### config.mk
export PLATFORM = sky130hd
export DESIGN_NAME = ram_arb
export DESIGN_NICKNAME = d
export VERILOG_FILES = /design/src/rtl/ram_arb.sv
export SDC_FILE = /design/constraint.sdc
export NUM_CORES = 1
export LEC_CHECK = 0
export CELL_PAD_IN_SITES_DETAIL_PLACEMENT = 0
export CELL_PAD_IN_SITES_GLOBAL_PLACEMENT = 2
export CORE_ASPECT_RATIO = 0.9
export CORE_UTILIZATION = 18
export CTS_BUF_LIST = sky130_fd_sc_hd__clkbuf_16
export DETAILED_ROUTE_END_ITERATION = 16
export HOLD_SLACK_MARGIN = 0.08
export PLACE_DENSITY = 0.89
export SLEW_MARGIN = 20
export SYNTH_ARGS = -nofsm -noshare
export SYNTH_HDL_FRONTEND = slang
export SYNTH_SLANG_ARGS = --single-unit
### constraint.sdc
create_clock -name clk -period 5.13 [get_ports clk]
set_input_delay 0.7695 -clock clk [delete_from_list [all_inputs] [get_ports clk]]
set_output_delay 0.7695 -clock clk [all_outputs]
set_load 0.005 [all_outputs]
### src/rtl/ram_arb.sv
// ============================================================================
// Module      : ram_arb
// Description : Two-master round-robin arbiter in front of a single shared
//               RAM port. One transaction is outstanding at a time, carried
//               through a three-state FSM: IDLE (arbitrate and accept),
//               REQ (issue the registered command to the RAM) and
//               RSP (route the RAM response back to the granted master).
// Revision    : 1.0 - initial release
// ----------------------------------------------------------------------------
// Ports
//   clk, rst                   clock, asynchronous active-high reset
//   mN_addr_i/data_i/sel_i/we_i  master N command (N = 0, 1)
//   mN_req_valid_i/req_ready_o   master N request handshake
//   mN_data_o                    master N read data (0 when not routed)
//   mN_rsp_valid_o/rsp_ready_i   master N response handshake
//   s_addr_o/data_o/sel_o/we_o   command toward the shared RAM
//   s_req_valid_o/req_ready_i    RAM request handshake
//   s_data_i                     RAM read data
//   s_rsp_valid_i/rsp_ready_o    RAM response handshake
// ============================================================================
`default_nettype none

module ram_arb #(
  parameter int AW = 32,
  parameter int DW = 32
) (
  input  logic            clk,
  input  logic            rst,
  // master 0
  input  logic [AW-1:0]   m0_addr_i,
  input  logic [DW-1:0]   m0_data_i,
  input  logic [DW/8-1:0] m0_sel_i,
  input  logic            m0_we_i,
  input  logic            m0_req_valid_i,
  output logic            m0_req_ready_o,
  output logic [DW-1:0]   m0_data_o,
  output logic            m0_rsp_valid_o,
  input  logic            m0_rsp_ready_i,
  // master 1
  input  logic [AW-1:0]   m1_addr_i,
  input  logic [DW-1:0]   m1_data_i,
  input  logic [DW/8-1:0] m1_sel_i,
  input  logic            m1_we_i,
  input  logic            m1_req_valid_i,
  output logic            m1_req_ready_o,
  output logic [DW-1:0]   m1_data_o,
  output logic            m1_rsp_valid_o,
  input  logic            m1_rsp_ready_i,
  // shared RAM
  output logic [AW-1:0]   s_addr_o,
  output logic [DW-1:0]   s_data_o,
  output logic [DW/8-1:0] s_sel_o,
  output logic            s_we_o,
  output logic            s_req_valid_o,
  input  logic            s_req_ready_i,
  input  logic [DW-1:0]   s_data_i,
  input  logic            s_rsp_valid_i,
  output logic            s_rsp_ready_o
);

  localparam int SW = DW / 8;

  localparam logic [1:0] ST_IDLE = 2'd0;
  localparam logic [1:0] ST_REQ  = 2'd1;
  localparam logic [1:0] ST_RSP  = 2'd2;

  logic [1:0]    state_q, state_d;
  logic          gnt_q,   gnt_d;    // master owning the current transaction
  logic          last_q,  last_d;   // master granted most recently
  logic [AW-1:0] addr_q,  addr_d;
  logic [DW-1:0] data_q,  data_d;
  logic [SW-1:0] sel_q,   sel_d;
  logic          we_q,    we_d;

  logic w_any;      // at least one master requesting
  logic w_win;      // arbitration winner index
  logic w_rsp_rdy;  // rsp_ready of the granted master

  // Round-robin: on a tie the master that was not granted last wins,
  // otherwise the single requester wins.
  always_comb begin
    w_any     = m0_req_valid_i | m1_req_valid_i;
    w_win     = (m0_req_valid_i & m1_req_valid_i) ? ~last_q : m1_req_valid_i;
    w_rsp_rdy = gnt_q ? m1_rsp_ready_i : m0_rsp_ready_i;
  end

  // Next-state and command capture
  always_comb begin
    state_d = state_q;
    gnt_d   = gnt_q;
    last_d  = last_q;
    addr_d  = addr_q;
    data_d  = data_q;
    sel_d   = sel_q;
    we_d    = we_q;
    case (state_q)
      ST_IDLE: begin
        if (w_any) begin
          gnt_d   = w_win;
          last_d  = w_win;
          addr_d  = w_win ? m1_addr_i : m0_addr_i;
          data_d  = w_win ? m1_data_i : m0_data_i;
          sel_d   = w_win ? m1_sel_i  : m0_sel_i;
          we_d    = w_win ? m1_we_i   : m0_we_i;
          state_d = ST_REQ;
        end
      end
      ST_REQ: begin
        if (s_req_ready_i) state_d = ST_RSP;
      end
      ST_RSP: begin
        if (s_rsp_valid_i && w_rsp_rdy) state_d = ST_IDLE;
      end
      default: state_d = ST_IDLE;
    endcase
  end

  // last_q resets to 1 so that master 0 wins the first tie
  always_ff @(posedge clk or posedge rst) begin
    if (rst) begin
      state_q <= ST_IDLE;
      gnt_q   <= 1'b0;
      last_q  <= 1'b1;
      addr_q  <= '0;
      data_q  <= '0;
      sel_q   <= '0;
      we_q    <= 1'b0;
    end else begin
      state_q <= state_d;
      gnt_q   <= gnt_d;
      last_q  <= last_d;
      addr_q  <= addr_d;
      data_q  <= data_d;
      sel_q   <= sel_d;
      we_q    <= we_d;
    end
  end

  // The command registers only change on acceptance, so the RAM sees a
  // stable command for the whole REQ phase.
  assign s_addr_o = addr_q;
  assign s_data_o = data_q;
  assign s_sel_o  = sel_q;
  assign s_we_o   = we_q;

  // Handshake and response routing. Gated by rst so every output is 0
  // while reset is held, even though the FSM would otherwise be in IDLE.
  always_comb begin
    m0_req_ready_o = 1'b0;
    m1_req_ready_o = 1'b0;
    m0_rsp_valid_o = 1'b0;
    m1_rsp_valid_o = 1'b0;
    m0_data_o      = '0;
    m1_data_o      = '0;
    s_req_valid_o  = 1'b0;
    s_rsp_ready_o  = 1'b0;
    if (!rst) begin
      case (state_q)
        ST_IDLE: begin
          m0_req_ready_o = w_any & ~w_win;
          m1_req_ready_o = w_any &  w_win;
        end
        ST_REQ: begin
          s_req_valid_o = 1'b1;
        end
        ST_RSP: begin
          if (gnt_q) begin
            m1_rsp_valid_o = s_rsp_valid_i;
            m1_data_o      = s_data_i;
            s_rsp_ready_o  = m1_rsp_ready_i;
          end else begin
            m0_rsp_valid_o = s_rsp_valid_i;
            m0_data_o      = s_data_i;
            s_rsp_ready_o  = m0_rsp_ready_i;
          end
        end
        default: ;
      endcase
    end
  end

endmodule

`default_nettype wire

* Word-level counts from Yosys, hierarchy flattened
Cells that the tools add are included.
Cells by class: add/subtract/negate cells 0, $mul 0, divide/modulo/power cells 0, $lt $le $gt $ge 0, eq/ne operators 5, shifts and indexed selects 0, mux-type cells 30, bitwise logic cells 6, reductions and logical operators 4
Operators by type and width (count):
- $mux W32 | 8
- $mux W1 | 17
- $mux W2 | 3
- $ne A2 B2 Y1 const B | 3
- $pmux W2 S3 | 1
- $mux W4 | 1
- $and A1 B1 Y1 | 3
- $reduce_and A3 Y1 | 1
- $eq A2 B1 Y1 const B | 1
- $eq A2 B2 Y1 const B | 1
- $logic_not A2 Y1 | 1
- $not A1 Y1 | 2
- $reduce_and A2 Y1 | 1
- $logic_and A1 B1 Y1 | 1
- $or A1 B1 Y1 | 1
Storage, ports and cells: bits in registers 73, latch bits 0, bits in writable memories 0, memory bits (read-only) 0, bits of input ports 178, output and inout bits 139, word-level logic and storage cells 52, memories 0

* Depth between registers and ports, before layout
Gate-level depths: netlist (run 1).
depth in word-level cells 6, depth in mapped cells 7, mapped depth without buffers 3

* Worst setup path before layout (run 1)
No wires, ideal clock.
path kind input-to-output, start point input port rst, end point output port m1_req_ready_o, arrival 2.660 ns, data required time 4.360 ns, slack 1.701 ns, stages on the path 2, path buffers 0, cells stage by stage inv_1 and3_1
Between the ends: word-level cells in the longest chain between the ends 1
RTL lines:
- start: declaration | RTL line 28 | input logic rst,
- $mux W1 | RTL line 157 | if (!rst) begin
- end: declaration | RTL line 45 | output logic m1_req_ready_o,
Every way passes these cells.

* Worst setup path after layout (run 1)
start point input port rst, end point output port m0_data_o[28]
Between the ends: word-level cells in the longest chain between the ends 1
RTL lines:
- $mux W32 | RTL line 157
- end: declaration | RTL line 36 | output logic [DW-1:0] m0_data_o,
Every way passes these cells.

==> flow_summary.ini, run 1 <==
[outcome]
run_status = finished clean

[setup_path]
cp-start-kind = primary input
setup_crit_start = rst
worst-endpoint-arrival_ns = 2.97
timing.critical_path.slowest_stage_cell = sky130_fd_sc_hd__nor2_2
critPathMaxFanout = 33
crit_path_most_repeated_cell = sky130_fd_sc_hd__clkdlybuf4s50_1
ff2ff_setup_slack_ns = 2.93
crit_chain = clkdlybuf4s50_1 > nor2_2 > and3_1 > clkdlybuf4s50_1
critical_path.n_buffers_inverters = 2
cpPeakStageDelay_ns = 0.87
cp-end-kind = output port
worst_ep_required_time_ns = 4.36
worst_path_dominant_cell_family = simple AND/OR/NAND/NOR gates
worstReg2RegStart = state_q[0]
timing.setup.critical_path_class = in2out

[die]
ios = 317
fp.dieArea_um2 = 22700
fp.coreArea_um2 = 21600
core.rowCount = 51
fp.dieW_um = 159
die_h_um = 143
initial_utilization_pct = 18.4

[sta]
layout_min_cycle_time_ns = 3.74
fin_crit_sh_pct = 72.9
tightestPinTransition_ns = 1.07
final.setup_skew_ns = 0.00721
rsz_0062_raised_after_global_routing = no
fin_setup_tns_ns = 0
final_hold_viol_count = 0
max_freq_mhz = 267
timing.final.setup_violations = 0
slew-limit-headroom_pct = 28.2
maxSlewViolCount = 0

[drt]
routed-via-count = 4683
detailedRoute.firstIterationViolations = 146
antenna_left = 0
vias_per_cell = 4.38
routedWlPerCell_um = 17.0
drt-total-wl_mm = 18.1
drcViolationCount = 0
drtPass1Iterations = 6

[place]
portBuffers = 316
detailed_place_hpwl_mm = 12.7
place.gp.congestion = 0.705
dpl-instance-area_um2 = 7350

[yosys]
ys_warn_count = 0
yosys.cell_types.count = 24
synth-seq-area-share_pct = 46.0
syn_inst = 492
synth_nets = 670
synth-seq-cells = 73
synth_area_leader_cell = sky130_fd_sc_hd__dfrtp_1
average_instance_area_after_synthesis_um2 = 8.08
syn_std_cell_area_um2 = 3980
synth_largest_type_area_fraction_pct = 45.3
synthTopCellsByArea = sky130_fd_sc_hd__dfrtp_1 45%, sky130_fd_sc_hd__nand2_1 13%, sky130_fd_sc_hd__and3_1 11%

[clocking]
hold_buffers = 0
post_cts.repair.setup_buffers = 0
ctsHtreeMaxLevel = 3
tritoncts.num_buffers = 9
cts_root_buf = sky130_fd_sc_hd__clkbuf_16
cts.sink_count = 73
post_cts.resized_instances = 0
clk_pin_slew_ns = 0.06
clk_buf_depth = 2
cts_tree = built
insertion_delay_ns = 0.34

[global_route]
grt_first_pass_wirelength_mm = 26.2
grt_pass1_vias = 4494
grt_start_max_net_pins = 71
grt_antenna_before_repair = 0
groute.usage.overall_pct = 15.6
grt-ovfl-total = 0

[worst_hold_path]
holdCritPathClass = reg2reg
worst_hold_startpoint = last_q

[power_and_ir_drop]
p_total_uw = 3380
pwr_density_cell_nw_per_um2 = 443
vdd_ir_drop_max_v = 0.000277
leakage_uw = 0.00316

[finish]
drive_gt1_share_pct = 5.27
diodes = 0
final_nets = 951
layout-area-overhead-vs-synth_pct = 91.8
fin_area_um2 = 7620

[job]
drv.max_cap_violation_count = 0
[cell usage in the layout (no fill, tap or decap), drive strengths merged]
master	Yosys	layout
clkbuf	38	9
and2	1	1
a21bo	1	1
or2	1	1
a31oi	70	70
clkinv	0	5
nor2b	2	2
and3	67	67
clkinvlp	0	3
a21oi	70	70
mux2i	1	1
o21ai	3	3
nor3	1	1
dfrtp	72	72
clkdlybuf4s50	0	316
a22o	1	1
nor3b	1	1
buf	15	7
dfstp	1	1
a21boi	1	1
nor2	3	3
nand2b	1	1
nand2	139	139
inv	3	2
[metal layers]
layer | up-vias | share of wire [%] | GRT usage [%] | wire [µm]
met2 | 207 | 51 | 28.1 | 9170
met5 | - | 0 | 0 | 0
li1 | 2288 | - | - | -
met3 | 11 | 8.3 | 5.25 | 1520
met1 | 2177 | 40 | 17.4 | 7240
met4 | 0 | 1.2 | 4.30 | 214
[registers in the layout, summed over array words and instances, names as in the netlist]
| signal | count |
|---|---|
| gnt_q | 1 |
| last_q | 1 |
| s_addr_o | 32 |
| s_data_o | 32 |
| s_sel_o | 4 |
| s_we_o | 1 |
| state_q | 2 |
[synthesized netlist by cell type]
master                     count
sky130_fd_sc_hd__nand2b_1      1
sky130_fd_sc_hd__buf_2        11
sky130_fd_sc_hd__inv_1         3
sky130_fd_sc_hd__dfstp_2       1
sky130_fd_sc_hd__nand2_1     139
sky130_fd_sc_hd__buf_6         3
sky130_fd_sc_hd__a31oi_2      10
sky130_fd_sc_hd__clkbuf_1     38
sky130_fd_sc_hd__a21bo_2       1
sky130_fd_sc_hd__and3_1       67
sky130_fd_sc_hd__or2_1         1
sky130_fd_sc_hd__nor3b_1       1
sky130_fd_sc_hd__dfrtp_1      72
sky130_fd_sc_hd__mux2i_1       1
sky130_fd_sc_hd__a21oi_1      70
sky130_fd_sc_hd__and2_4        1
sky130_fd_sc_hd__o21ai_0       3
sky130_fd_sc_hd__a31oi_1      60
sky130_fd_sc_hd__nor2_1        3
sky130_fd_sc_hd__a22o_1        1
sky130_fd_sc_hd__nor2b_1       2
sky130_fd_sc_hd__buf_1         1
sky130_fd_sc_hd__a21boi_0      1
sky130_fd_sc_hd__nor3_1        1
[path summary, 6_finish.rpt]
path | endpoint | depth (start not counted)
min in group asynchronous | state_q[0] | 3
worst min-delay path | last_q | 2
worst min register to register | last_q | 2
worst max-delay path | m0_data_o[28] | 4
max in group asynchronous | gnt_q | 4
worst max register to register | s_data_o[7] | 4
[area by class of cell]
class | count | area, µm²
Fill cell | 2275 | 14000
Timing Repair Buffer | 323 | 3220
Multi-Input combinational cell | 363 | 1930
Sequential cell | 73 | 1830
Tap cell | 291 | 364
Clock buffer | 9 | 225
Clock inverter | 7 | 47.5
Inverter | 3 | 12.5
[logic make-up (layout without fill, tap and decap cells)]
logic type	count (synthesis)	after routing	share of synthesized area, %
AND/OR/NAND/NOR	216	216	25.1
AO/OA/AOI/OAI	146	146	22.4
flip-flops	73	73	46.0
buffers and inverters	56	342	6.20
multiplexers	1	1	0.252
[report_power, final]
part	switching [µW]	leakage [µW]	internal, µW	total, µW
logic	804	0.00222	931	1730
registers	175	0.000819	876	1050
clock network	268	0.000123	326	594
[worst min-delay path, delay by kind of cell (launching register included)]
| family | cells | cell delay [ns] |
|---|---|---|
| AOI/OAI and AO/OA | 2 | 0.16 |
| DFF | 1 | 0.39 |
[per-stage QoR]
stage          setup WS, ns  hold WS, ns  std cells  util (%)
3_5_place_dp           1.37        0.539       1053      34.0
4_1_cts                1.36        0.548       1069      35.2
3_3_place_gp           1.43        0.531       1053      34.0
5_1_grt                1.22        0.580       1069      35.2
6_report               1.39        0.549       1069      35.2
2_1_floorplan          1.70        0.510        492         -
(Power assumes the default switching activity.)
==> run 2, diff against run 1 <==
--- a/config.mk
+++ b/config.mk
@@ -8,11 +8,11 @@
 export CELL_PAD_IN_SITES_DETAIL_PLACEMENT = 0
 export CELL_PAD_IN_SITES_GLOBAL_PLACEMENT = 2
 export CORE_ASPECT_RATIO = 0.9
-export CORE_UTILIZATION = 18
+export CORE_UTILIZATION = 16
 export CTS_BUF_LIST = sky130_fd_sc_hd__clkbuf_16
 export DETAILED_ROUTE_END_ITERATION = 16
 export HOLD_SLACK_MARGIN = 0.08
-export PLACE_DENSITY = 0.89
+export PLACE_DENSITY = 0.8
 export SLEW_MARGIN = 20
 export SYNTH_ARGS = -nofsm -noshare
 export SYNTH_HDL_FRONTEND = slang
==> constraint.sdc (replaced) <==
create_clock -name clk -period 3.63 [get_ports clk]
set_input_delay 0.5445 -clock clk [delete_from_list [all_inputs] [get_ports clk]]
set_output_delay 0.5445 -clock clk [all_outputs]
set_load 0.005 [all_outputs]
==> flow_summary.ini, run 2 (synthesis gave the netlist of run 1 again) <==
[die]
fp.dieArea_um2 = 25500
initial_utilization_pct = 16.3
ios = 317
die_h_um = 152
fp.dieW_um = 168
fp.coreArea_um2 = 24300
core.rowCount = 54

[sta]
timing.final.setup_violations = 0
fin_crit_sh_pct = 77.1
final.setup_skew_ns = 0.00774
final_hold_viol_count = 0
slew-limit-headroom_pct = 36.3
fin_setup_tns_ns = 0
layout_min_cycle_time_ns = 2.80
rsz_0062_raised_after_global_routing = no
maxSlewViolCount = 0
tightestPinTransition_ns = 0.956
max_freq_mhz = 357

[outcome]
run_status = finished clean

[clocking]
tritoncts.num_buffers = 9
cts_root_buf = sky130_fd_sc_hd__clkbuf_16
post_cts.repair.setup_buffers = 0
post_cts.resized_instances = 0
clk_pin_slew_ns = 0.06
cts_tree = built
insertion_delay_ns = 0.35
cts.sink_count = 73
clk_buf_depth = 2
hold_buffers = 0
ctsHtreeMaxLevel = 3

[place]
detailed_place_hpwl_mm = 12.7
dpl-instance-area_um2 = 7400
place.gp.congestion = 0.716
portBuffers = 316

[power_and_ir_drop]
pwr-share-clk_pct = 18.5
power.switching_fraction_pct = 36.7
share_comb_of_total_power_pct = 51.2
pwr_density_cell_nw_per_um2 = 635
total_switching_power_uw = 1790
cellInternalPower_uw = 3080
leakage_uw = 0.00319
vdd_ir_drop_max_v = 0.000272
power_frac_seq_pct = 30.3

[setup_path]
reg2reg_path_depth = 3
critPathMaxFanout = 33
worst_r2r_endpoint = s_addr_o[17]
timing.setup.critical_path_class = in2out
worst_ep_required_time_ns = 3.09
ff2ff_setup_slack_ns = 1.47
cp-end-kind = output port
setup_crit_start = rst
worst-endpoint-arrival_ns = 2.26
worstSetupEndpoint = m0_data_o[30]
worstReg2RegStart = state_q[1]
cp-start-kind = primary input

[worst_hold_path]
holdCritPathClass = reg2reg
worst_hold_startpoint = s_data_o[1]

[global_route]
grt-ovfl-total = 0
grt_antenna_before_repair = 1
grt_first_pass_wirelength_mm = 27.9
grt_start_max_net_pins = 70
grt_pass1_vias = 4643
groute.usage.overall_pct = 14.3

[drt]
antenna_left = 0
wl_met3_mm = 1.42
detailedRoute.firstIterationViolations = 217
routed-via-count = 4715
drt-total-wl_mm = 18.7
maxUsedRoutingLayer = met4
routedWlPerCell_um = 17.2
drtPass1Iterations = 4
vias_per_cell = 4.34
wl_met2_mm = 9.25
detail_route.wirelength.met1_mm = 7.77
drcViolationCount = 0

[finish]
layout-area-overhead-vs-synth_pct = 93.3
final_nets = 953
number_of_filler_instances_in_the_final_layout = 2629
mostFrequentLayoutCells = 316 x sky130_fd_sc_hd__clkdlybuf4s50_1, 139 x sky130_fd_sc_hd__nand2_1, 72 x sky130_fd_sc_hd__dfrtp_1
layout_commonest_cell = sky130_fd_sc_hd__clkdlybuf4s50_1
fin_area_um2 = 7680
drive_gt1_share_pct = 5.53

[job]
drv.max_cap_violation_count = 0
[run 2: through the flow]
stage          setup slack, ns  util [%]  total power [µW]  hold slack [ns]  std cells
2_1_floorplan            0.651         -              2560            0.510        492
3_3_place_gp             0.832      30.4              4020            0.532       1072
3_5_place_dp             0.824      30.4              4030            0.543       1072
4_1_cts                  0.818      31.6              4970            0.555       1086
5_1_grt                  0.724      31.6              5230            0.576       1087
6_report                 0.830      31.6              4880            0.551       1087
[run 2: layout make-up]
cell class | count | area (µm²) | share of cell area [%]
clock buffer | 9 | 225 | 2.93
clock inverter | 5 | 58.8 | 0.765
inverter | 3 | 12.5 | 0.163
timing repair buffer | 325 | 3240 | 42.2
tap | 308 | 385 | 5.02
antenna | 1 | 2.50 | 0.0326
multi-input combinational | 363 | 1930 | 25.1
sequential | 73 | 1830 | 23.8
[run 2: worst min-delay path by stage]
stage	end	slack, ns	depth (start not counted)
2_1_floorplan	last_q	0.51	2
3_3_place_gp	s_addr_o[8]	0.53	2
3_5_place_dp	s_data_o[17]	0.54	2
4_1_cts	s_data_o[17]	0.56	2
5_1_grt	s_data_o[24]	0.58	2
6_report	s_data_o[1]	0.55	2
[run 2: layer usage]
layer | global-route usage [%] | vias to the layer above
met5 | 0 | -
met2 | 24.5 | 205
met4 | 4.41 | 0
met1 | 17.3 | 2204
li1 | - | 2291
met3 | 4.47 | 15
[run 2: power groups by stage]
| stage | Sequential, µW | Combinational (µW) | Clock, µW |
|---|---|---|---|
| floorplan | 1490 | 1070 | 0 |
| global placement | 1470 | 2560 | 0 |
| detailed placement | 1480 | 2540 | 0 |
| CTS | 1480 | 2540 | 942 |
| global route | 1530 | 2730 | 965 |
| finish | 1480 | 2500 | 901 |
[run 2: worst max-delay path: stages]
cell and delay [ns]:
sky130_fd_sc_hd__clkdlybuf4s50_1 0.54, sky130_fd_sc_hd__nor2_2 0.12, sky130_fd_sc_hd__buf_4 0.28, sky130_fd_sc_hd__and3_1 0.25, sky130_fd_sc_hd__clkdlybuf4s50_1 0.51
